**config.mk**
```make
export PLATFORM = sky130hd
export DESIGN_NAME = demux_stream_ctrl_flat
export DESIGN_NICKNAME = d
export VERILOG_FILES = /design/src/rtl/demux_stream_ctrl_pkg.sv /design/src/rtl/demux_stream_ctrl_if.sv /design/src/rtl/demux_stream_ctrl_demux_1bit.sv /design/src/rtl/demux_stream_ctrl.sv /design/src/flat_wrapper.sv
export SDC_FILE = /design/constraint.sdc
export NUM_CORES = 1
export LEC_CHECK = 0
export ABC_AREA = 1
export CORE_UTILIZATION = 53
export DETAILED_ROUTE_END_ITERATION = 12
export PLACE_DENSITY = 0.79
export SYNTH_ARGS = -nofsm -noshare
export SYNTH_HDL_FRONTEND = slang
export SYNTH_HIERARCHICAL = 1
export SYNTH_SLANG_ARGS = --single-unit
```
**constraint.sdc**
```tcl
create_clock -name clk -period 1.8 [get_ports clk]
set_input_delay 0.36 -clock clk [delete_from_list [all_inputs] [get_ports clk]]
set_output_delay 0.36 -clock clk [all_outputs]
set_load 0.02 [all_outputs]
```
**src/rtl/demux_stream_ctrl_pkg.sv**
```systemverilog
// Shared types and defaults for the serial demux controller.
// Combinational package; no latency, no backpressure.
package demux_pkg;

    typedef enum logic [1:0] {
        S_DEST = 2'd0,
        S_LEN  = 2'd1,
        S_PAY  = 2'd2
    } state_t;

    localparam logic DEST_Y0 = 1'b0;
    localparam logic DEST_Y1 = 1'b1;

    localparam int LEN_W_DEF = 4;
    localparam int CNT_W_DEF = 8;

endpackage

```
**src/rtl/demux_stream_ctrl_if.sv**
```systemverilog
// Serial source and two serial sinks of the demux controller.
// Plain bundle of valid/ready bit streams; no storage.
interface demux_stream_ctrl_if;

    logic in_valid;
    logic in_data;
    logic in_ready;
    logic y0_valid;
    logic y0_data;
    logic y0_ready;
    logic y1_valid;
    logic y1_data;
    logic y1_ready;

    modport master (
        output in_valid, in_data, y0_ready, y1_ready,
        input  in_ready, y0_valid, y0_data, y1_valid, y1_data
    );

    modport slave (
        input  in_valid, in_data, y0_ready, y1_ready,
        output in_ready, y0_valid, y0_data, y1_valid, y1_data
    );

endinterface

```
**src/rtl/demux_stream_ctrl_demux_1bit.sv**
```systemverilog
// One-bit two-way demux: x goes to y0 when sel=0, to y1 when sel=1.
// Purely combinational; the idle output is held at 0.
module demux_1bit (
    input  logic x,
    input  logic sel,
    output logic y0,
    output logic y1
);

    assign y0 = x & ~sel;
    assign y1 = x &  sel;

endmodule

```
**src/rtl/demux_stream_ctrl.sv**
```systemverilog
// Parses dest/length/payload bit-stream packets and steers payload to y0 or y1.
// Payload is a zero-latency pass-through; the selected sink's ready stalls the source.
module demux_stream_ctrl
    import demux_pkg::*;
#(
    parameter int LEN_W = LEN_W_DEF,
    parameter int CNT_W = CNT_W_DEF
) (
    input  logic             clk,
    input  logic             rst_n,
    input  logic             flush,
    demux_stream_ctrl_if.slave stream,
    output logic             sel,
    output logic             busy,
    output logic             pkt_done,
    output logic [CNT_W-1:0] pkt_cnt0,
    output logic [CNT_W-1:0] pkt_cnt1
);

    localparam int BC_W = $clog2(LEN_W) + 1;
    localparam logic [BC_W-1:0] LAST_LEN_BIT = BC_W'(LEN_W - 1);

    state_t           state_q;
    logic             sel_q;
    logic [LEN_W-1:0] len_q;
    logic [LEN_W-1:0] len_d;
    logic [BC_W-1:0]  bit_cnt_q;
    logic [LEN_W-1:0] rem_q;
    logic             pkt_done_q;
    logic [CNT_W-1:0] cnt0_q;
    logic [CNT_W-1:0] cnt1_q;

    logic pay_phase;
    logic sel_ready;
    logic in_ready_d;
    logic xfer;
    logic steer_x;
    logic steer_y0;
    logic steer_y1;

    assign pay_phase = (state_q == S_PAY);
    assign sel_ready = (sel_q == DEST_Y1) ? stream.y1_ready : stream.y0_ready;

    always_comb begin
        in_ready_d = 1'b1;
        if (pay_phase) begin
            in_ready_d = sel_ready;
        end
    end

    assign xfer  = stream.in_valid && in_ready_d;
    // MSB-first length assembly; the last shifted value decides zero-length vs payload.
    assign len_d = {len_q[LEN_W-2:0], stream.in_data};

    assign steer_x = stream.in_data & pay_phase;

    demux_1bit u_demux (
        .x   (steer_x),
        .sel (sel_q),
        .y0  (steer_y0),
        .y1  (steer_y1)
    );

    assign stream.in_ready = in_ready_d;
    assign stream.y0_valid = pay_phase && (sel_q == DEST_Y0) && stream.in_valid;
    assign stream.y1_valid = pay_phase && (sel_q == DEST_Y1) && stream.in_valid;
    assign stream.y0_data  = steer_y0;
    assign stream.y1_data  = steer_y1;

    always_ff @(posedge clk or negedge rst_n) begin
        if (!rst_n) begin
            state_q    <= S_DEST;
            sel_q      <= DEST_Y0;
            len_q      <= '0;
            bit_cnt_q  <= '0;
            rem_q      <= '0;
            pkt_done_q <= 1'b0;
            cnt0_q     <= '0;
            cnt1_q     <= '0;
        end else begin
            pkt_done_q <= 1'b0;
            if (flush) begin
                // The bit presented alongside flush is dropped; route and counters survive.
                state_q <= S_DEST;
                len_q   <= '0;
                rem_q   <= '0;
            end else if (xfer) begin
                unique case (state_q)
                    S_DEST: begin
                        sel_q     <= stream.in_data;
                        bit_cnt_q <= '0;
                        state_q   <= S_LEN;
                    end
                    S_LEN: begin
                        len_q     <= len_d;
                        bit_cnt_q <= bit_cnt_q + BC_W'(1);
                        if (bit_cnt_q == LAST_LEN_BIT) begin
                            if (len_d == '0) begin
                                state_q    <= S_DEST;
                                pkt_done_q <= 1'b1;
                                if (sel_q == DEST_Y1) cnt1_q <= cnt1_q + CNT_W'(1);
                                else                  cnt0_q <= cnt0_q + CNT_W'(1);
                            end else begin
                                rem_q   <= len_d;
                                state_q <= S_PAY;
                            end
                        end
                    end
                    S_PAY: begin
                        rem_q <= rem_q - LEN_W'(1);
                        if (rem_q == LEN_W'(1)) begin
                            state_q    <= S_DEST;
                            pkt_done_q <= 1'b1;
                            if (sel_q == DEST_Y1) cnt1_q <= cnt1_q + CNT_W'(1);
                            else                  cnt0_q <= cnt0_q + CNT_W'(1);
                        end
                    end
                    default: state_q <= S_DEST;
                endcase
            end
        end
    end

    assign sel      = sel_q;
    assign busy     = (state_q != S_DEST);
    assign pkt_done = pkt_done_q;
    assign pkt_cnt0 = cnt0_q;
    assign pkt_cnt1 = cnt1_q;

endmodule

```
**src/flat_wrapper.sv**
```systemverilog
// flat-port wrapper written by rule: the top's interface ports become plain ports
module demux_stream_ctrl_flat import demux_pkg::*;
#(
    parameter int LEN_W = LEN_W_DEF,
    parameter int CNT_W = CNT_W_DEF
)
  (clk, rst_n, flush, sel, busy, pkt_done, pkt_cnt0, pkt_cnt1, stream_in_valid, stream_in_data, stream_y0_ready, stream_y1_ready, stream_in_ready, stream_y0_valid, stream_y0_data, stream_y1_valid, stream_y1_data);
  demux_stream_ctrl_if stream_i ();
  input  logic clk;
  input  logic rst_n;
  input  logic flush;
  output logic sel;
  output logic busy;
  output logic pkt_done;
  output logic [CNT_W-1:0] pkt_cnt0;
  output logic [CNT_W-1:0] pkt_cnt1;
  input wire logic [$bits(stream_i.in_valid)-1:0] stream_in_valid;
  input wire logic [$bits(stream_i.in_data)-1:0] stream_in_data;
  input wire logic [$bits(stream_i.y0_ready)-1:0] stream_y0_ready;
  input wire logic [$bits(stream_i.y1_ready)-1:0] stream_y1_ready;
  output wire logic [$bits(stream_i.in_ready)-1:0] stream_in_ready;
  output wire logic [$bits(stream_i.y0_valid)-1:0] stream_y0_valid;
  output wire logic [$bits(stream_i.y0_data)-1:0] stream_y0_data;
  output wire logic [$bits(stream_i.y1_valid)-1:0] stream_y1_valid;
  output wire logic [$bits(stream_i.y1_data)-1:0] stream_y1_data;
  assign stream_i.in_valid = stream_in_valid;
  assign stream_i.in_data = stream_in_data;
  assign stream_i.y0_ready = stream_y0_ready;
  assign stream_i.y1_ready = stream_y1_ready;
  assign stream_in_ready = stream_i.in_ready;
  assign stream_y0_valid = stream_i.y0_valid;
  assign stream_y0_data = stream_i.y0_data;
  assign stream_y1_valid = stream_i.y1_valid;
  assign stream_y1_data = stream_i.y1_data;
  demux_stream_ctrl #(.LEN_W(LEN_W), .CNT_W(CNT_W)) u_core (.clk(clk), .rst_n(rst_n), .flush(flush), .stream(stream_i), .sel(sel), .busy(busy), .pkt_done(pkt_done), .pkt_cnt0(pkt_cnt0), .pkt_cnt1(pkt_cnt1));
endmodule
```
==> impl_results.md <==
* PortBufs at 30
* Achievable frequency at 0.559 GHz
* Power Density at 967 nW/um2
* Post-synth top area share at 0.399
* Avg Inst Size Synth at 7.40 um2
* PnR worst setup slack at 12.5 ps
* Slew margin rel. at 0.738
* Die Y at 61.5 um
* RSZ-0062 raised after global routing: yes
* DP HPWL at 3.11 mm
* Startpoint types: flop
* Fin. max-slew vios at 0
* Critical path's slowest cell: dfrtp_1
* Clock transition at path regs at 90 ps
* Vias in the first global route at 1596
* Vias at 1772
* FF/Latch Area at 751 um2
* P_leak at 1.51 nW
* Synth Register Bits at 30
* Fin util at 0.737
* Synth Net Count at 270
* Total CTS buffers at 5
* Die Area at 3790 um2
* Critical Path End Type: output port
* Setup Slack @ Placement at -268 ps
* Depth of the CTS H-tree at 2
* Max_cap viols at 0
* Hold Crit Class: in -> async
* Total GRT Usage at 0.244
* Clock root cell: clkbuf_4
* Mapped Cells at 254
* Clk Latency, worst-skew pair at 330 ps
* Final WL at 4.12 mm
* Routability cong. at 0.960
* GRT Residual Overflow at 0
* Worst stage delay on the critical path at 400 ps
* Fin Clk Skew at 3.67 ps
* IO Count at 31
* Final period util at 0.993
* Critical-path maximum fanout at 4
* Worst EP arrival at 1430 ps
* Warnings, synthesis at 6
* Routed Antenna Nets at 0
* Synth area leaders: dfrtp_1, nand2_1, nand3_1
* Share of cells above drive strength 1 at 0.176
* DR vias/cell at 4.94
* CP cell instances: inv_2, ha_4, inv_1, nor3_1, buf_2
* Final hold vios at 0
* Synthesized area at 1880 um2
* Core box area at 3360 um2
* Detailed router's first-iteration violation count at 119
* Cell variety after synth at 25
* CP required at 1440 ps
* Critical Path Start: u_core/state_q[0]$_DFFE_PN0P_
* Crit Reg-Reg Startpoint: u_core/state_q[1]$_DFFE_PN0P_
* Cell accounting for the most synthesized area: dfrtp_1
* Area Growth Syn to Fin at 32.0%
* Setup CP Type: reg -> out
* Wire length per cell at 11.5 um
* FILL cells at 286
* CTS max path bufs at 2
* # setup viols final at 0
* Least-Margin Pin Slew at 393 ps
* Worst path bufs/invs at 3
* Pin count of the biggest net entering global routing at 31
* Tmin final at 1790 ps
* # diodes at 0
* DR pass1 iterations at 4
* VDD IR max at 0.478 mV
* Clk sinks at 30
* DIE WIDTH at 61.5 um
* First-pass GRT wire length at 6.80 mm
* Area of the multi-input gates at 1020 um2
* Status: finished clean
* DRC violations left at 0
* Initial Util at 0.559
* Initial antenna violation count at 0
* CP top delay family: flip-flops
* Row count at 21
* CTS tree: built
* Sequential area share after synthesis at 0.399
* Fin nets at 328
==> cell type report <==
class                      count  area share
timing repair buffer          54       0.192
clock buffer                   7      0.0222
clock inverter                 1     0.00202
sequential                    30       0.303
tap                           46      0.0232
multi-input combinational    190       0.411
inverter                      31      0.0469
==> repair_timing <==
action                                  CTS  global route
endpoints found under the setup margin    9            25
pin swaps                                 1             1
setup buffers                             1             0
hold buffers                              0             0
resized for setup                        32            19
==> sequential cells by signal, indices dropped and copies added, names as in the netlist <==
register          cells
u_core/pkt_cnt0       8
u_core/pkt_cnt1       8
u_core/rem_q          4
u_core/bit_cnt_q      3
u_core/len_q          3
u_core/state_q        2
u_core/pkt_done       1
u_core/sel            1
==> cells in the mapped netlist <==
cell type and instances:
a21oi_1 2, a22oi_1 1, buf_2 2, buf_6 1, dfrtp_1 30, ha_1 9, inv_1 30, inv_2 1
nand2_1 92, nand2_2 3, nand2_4 1, nand3_1 28, nand3_2 1, nand3_4 1, nand3b_1 5, nand4_1 2
nor2_1 18, nor2_2 1, nor2_4 2, nor2_8 1, nor3_1 3, o211ai_1 1, o21ai_0 10, xnor2_1 3
xor2_1 6
==> worst reg2reg max path: cells and delay by family (launching register included) <==
kind / cells / cell delay (ps)
adder cells (fa/ha/maj): 1 / 170
buffers and inverters: 4 / 560
flip-flops: 1 / 390
AND/OR/NAND/NOR: 5 / 530
==> through the flow <==
stage,hold slack [ps],area [um2],total power [mW],std cells,setup TNS [ps]
floorplan,64.4,1880,1.51,254,0
global placement,460,2390,1.94,350,-2150
detailed placement,463,2390,1.98,350,-2420
CTS,404,2430,2.41,359,0
global route,462,2480,2.58,359,-135
finish,401,2480,2.40,359,0
==> per-layer routing <==
metal | GRT usage | vias to the layer above | routed length (um)
met2 | 0.413 | 40 | 2070
li1 | - | 916 | -
met4 | 0.0794 | 0 | 36
met5 | 0 | - | 0
met3 | 0.0609 | 4 | 183
met1 | 0.305 | 812 | 1830
==> cell families after synthesis <==
| group | after synthesis | synth area share |
|---|---|---|
| xor+xnor | 9 | 0.0419 |
| buf+inv | 34 | 0.0732 |
| compound gates | 14 | 0.0400 |
| simple gates | 158 | 0.385 |
| flops | 30 | 0.399 |
| fa+ha+maj | 9 | 0.0599 |
==> report_power, final <==
| part | leakage (nW) | switching [mW] | internal (mW) |
|---|---|---|---|
| clock network | 0.0353 | 0.239 | 0.189 |
| logic | 1.06 | 0.603 | 0.453 |
| registers | 0.408 | 0.125 | 0.789 |
==> worst paths after layout <==
check	end	cells past startpoint	slack [ps]
min	u_core/pkt_cnt0[3]$_DFFE_PN0P_	2	400
max reg2reg	u_core/pkt_cnt0[2]$_DFFE_PN0P_	10	90
max	stream_y1_valid	5	10
min in group clk	u_core/bit_cnt_q[2]$_DFFE_PN0P_	2	490
min reg2reg	u_core/bit_cnt_q[2]$_DFFE_PN0P_	2	490
max in group asynchronous	u_core/pkt_cnt1[5]$_DFFE_PN0P_	2	1110
==> placed cells by master (no fill, tap or decap), types with 2 or more instances in the layout <==
| cell | instances |
|---|---|
| buf_2 | 3 |
| nand3b_1 | 5 |
| clkbuf_4 | 5 |
| inv_1 | 27 |
| o21ai_0 | 9 |
| xnor2_1 | 3 |
| ha_1 | 7 |
| nor2_4 | 2 |
| nor3_1 | 2 |
| dfrtp_1 | 30 |
| nand3_1 | 28 |
| xor2_1 | 6 |
| nor2_1 | 18 |
| nand2_2 | 3 |
| dlymetal6s2s_1 | 9 |
| nand4_1 | 2 |
| buf_4 | 27 |
| dlygate4sd2_1 | 3 |
| a21oi_1 | 2 |
| nand2_1 | 91 |
| nand2_4 | 2 |
| inv_2 | 4 |
| clkdlybuf4s50_1 | 12 |
(Power assumes the default switching activity.)
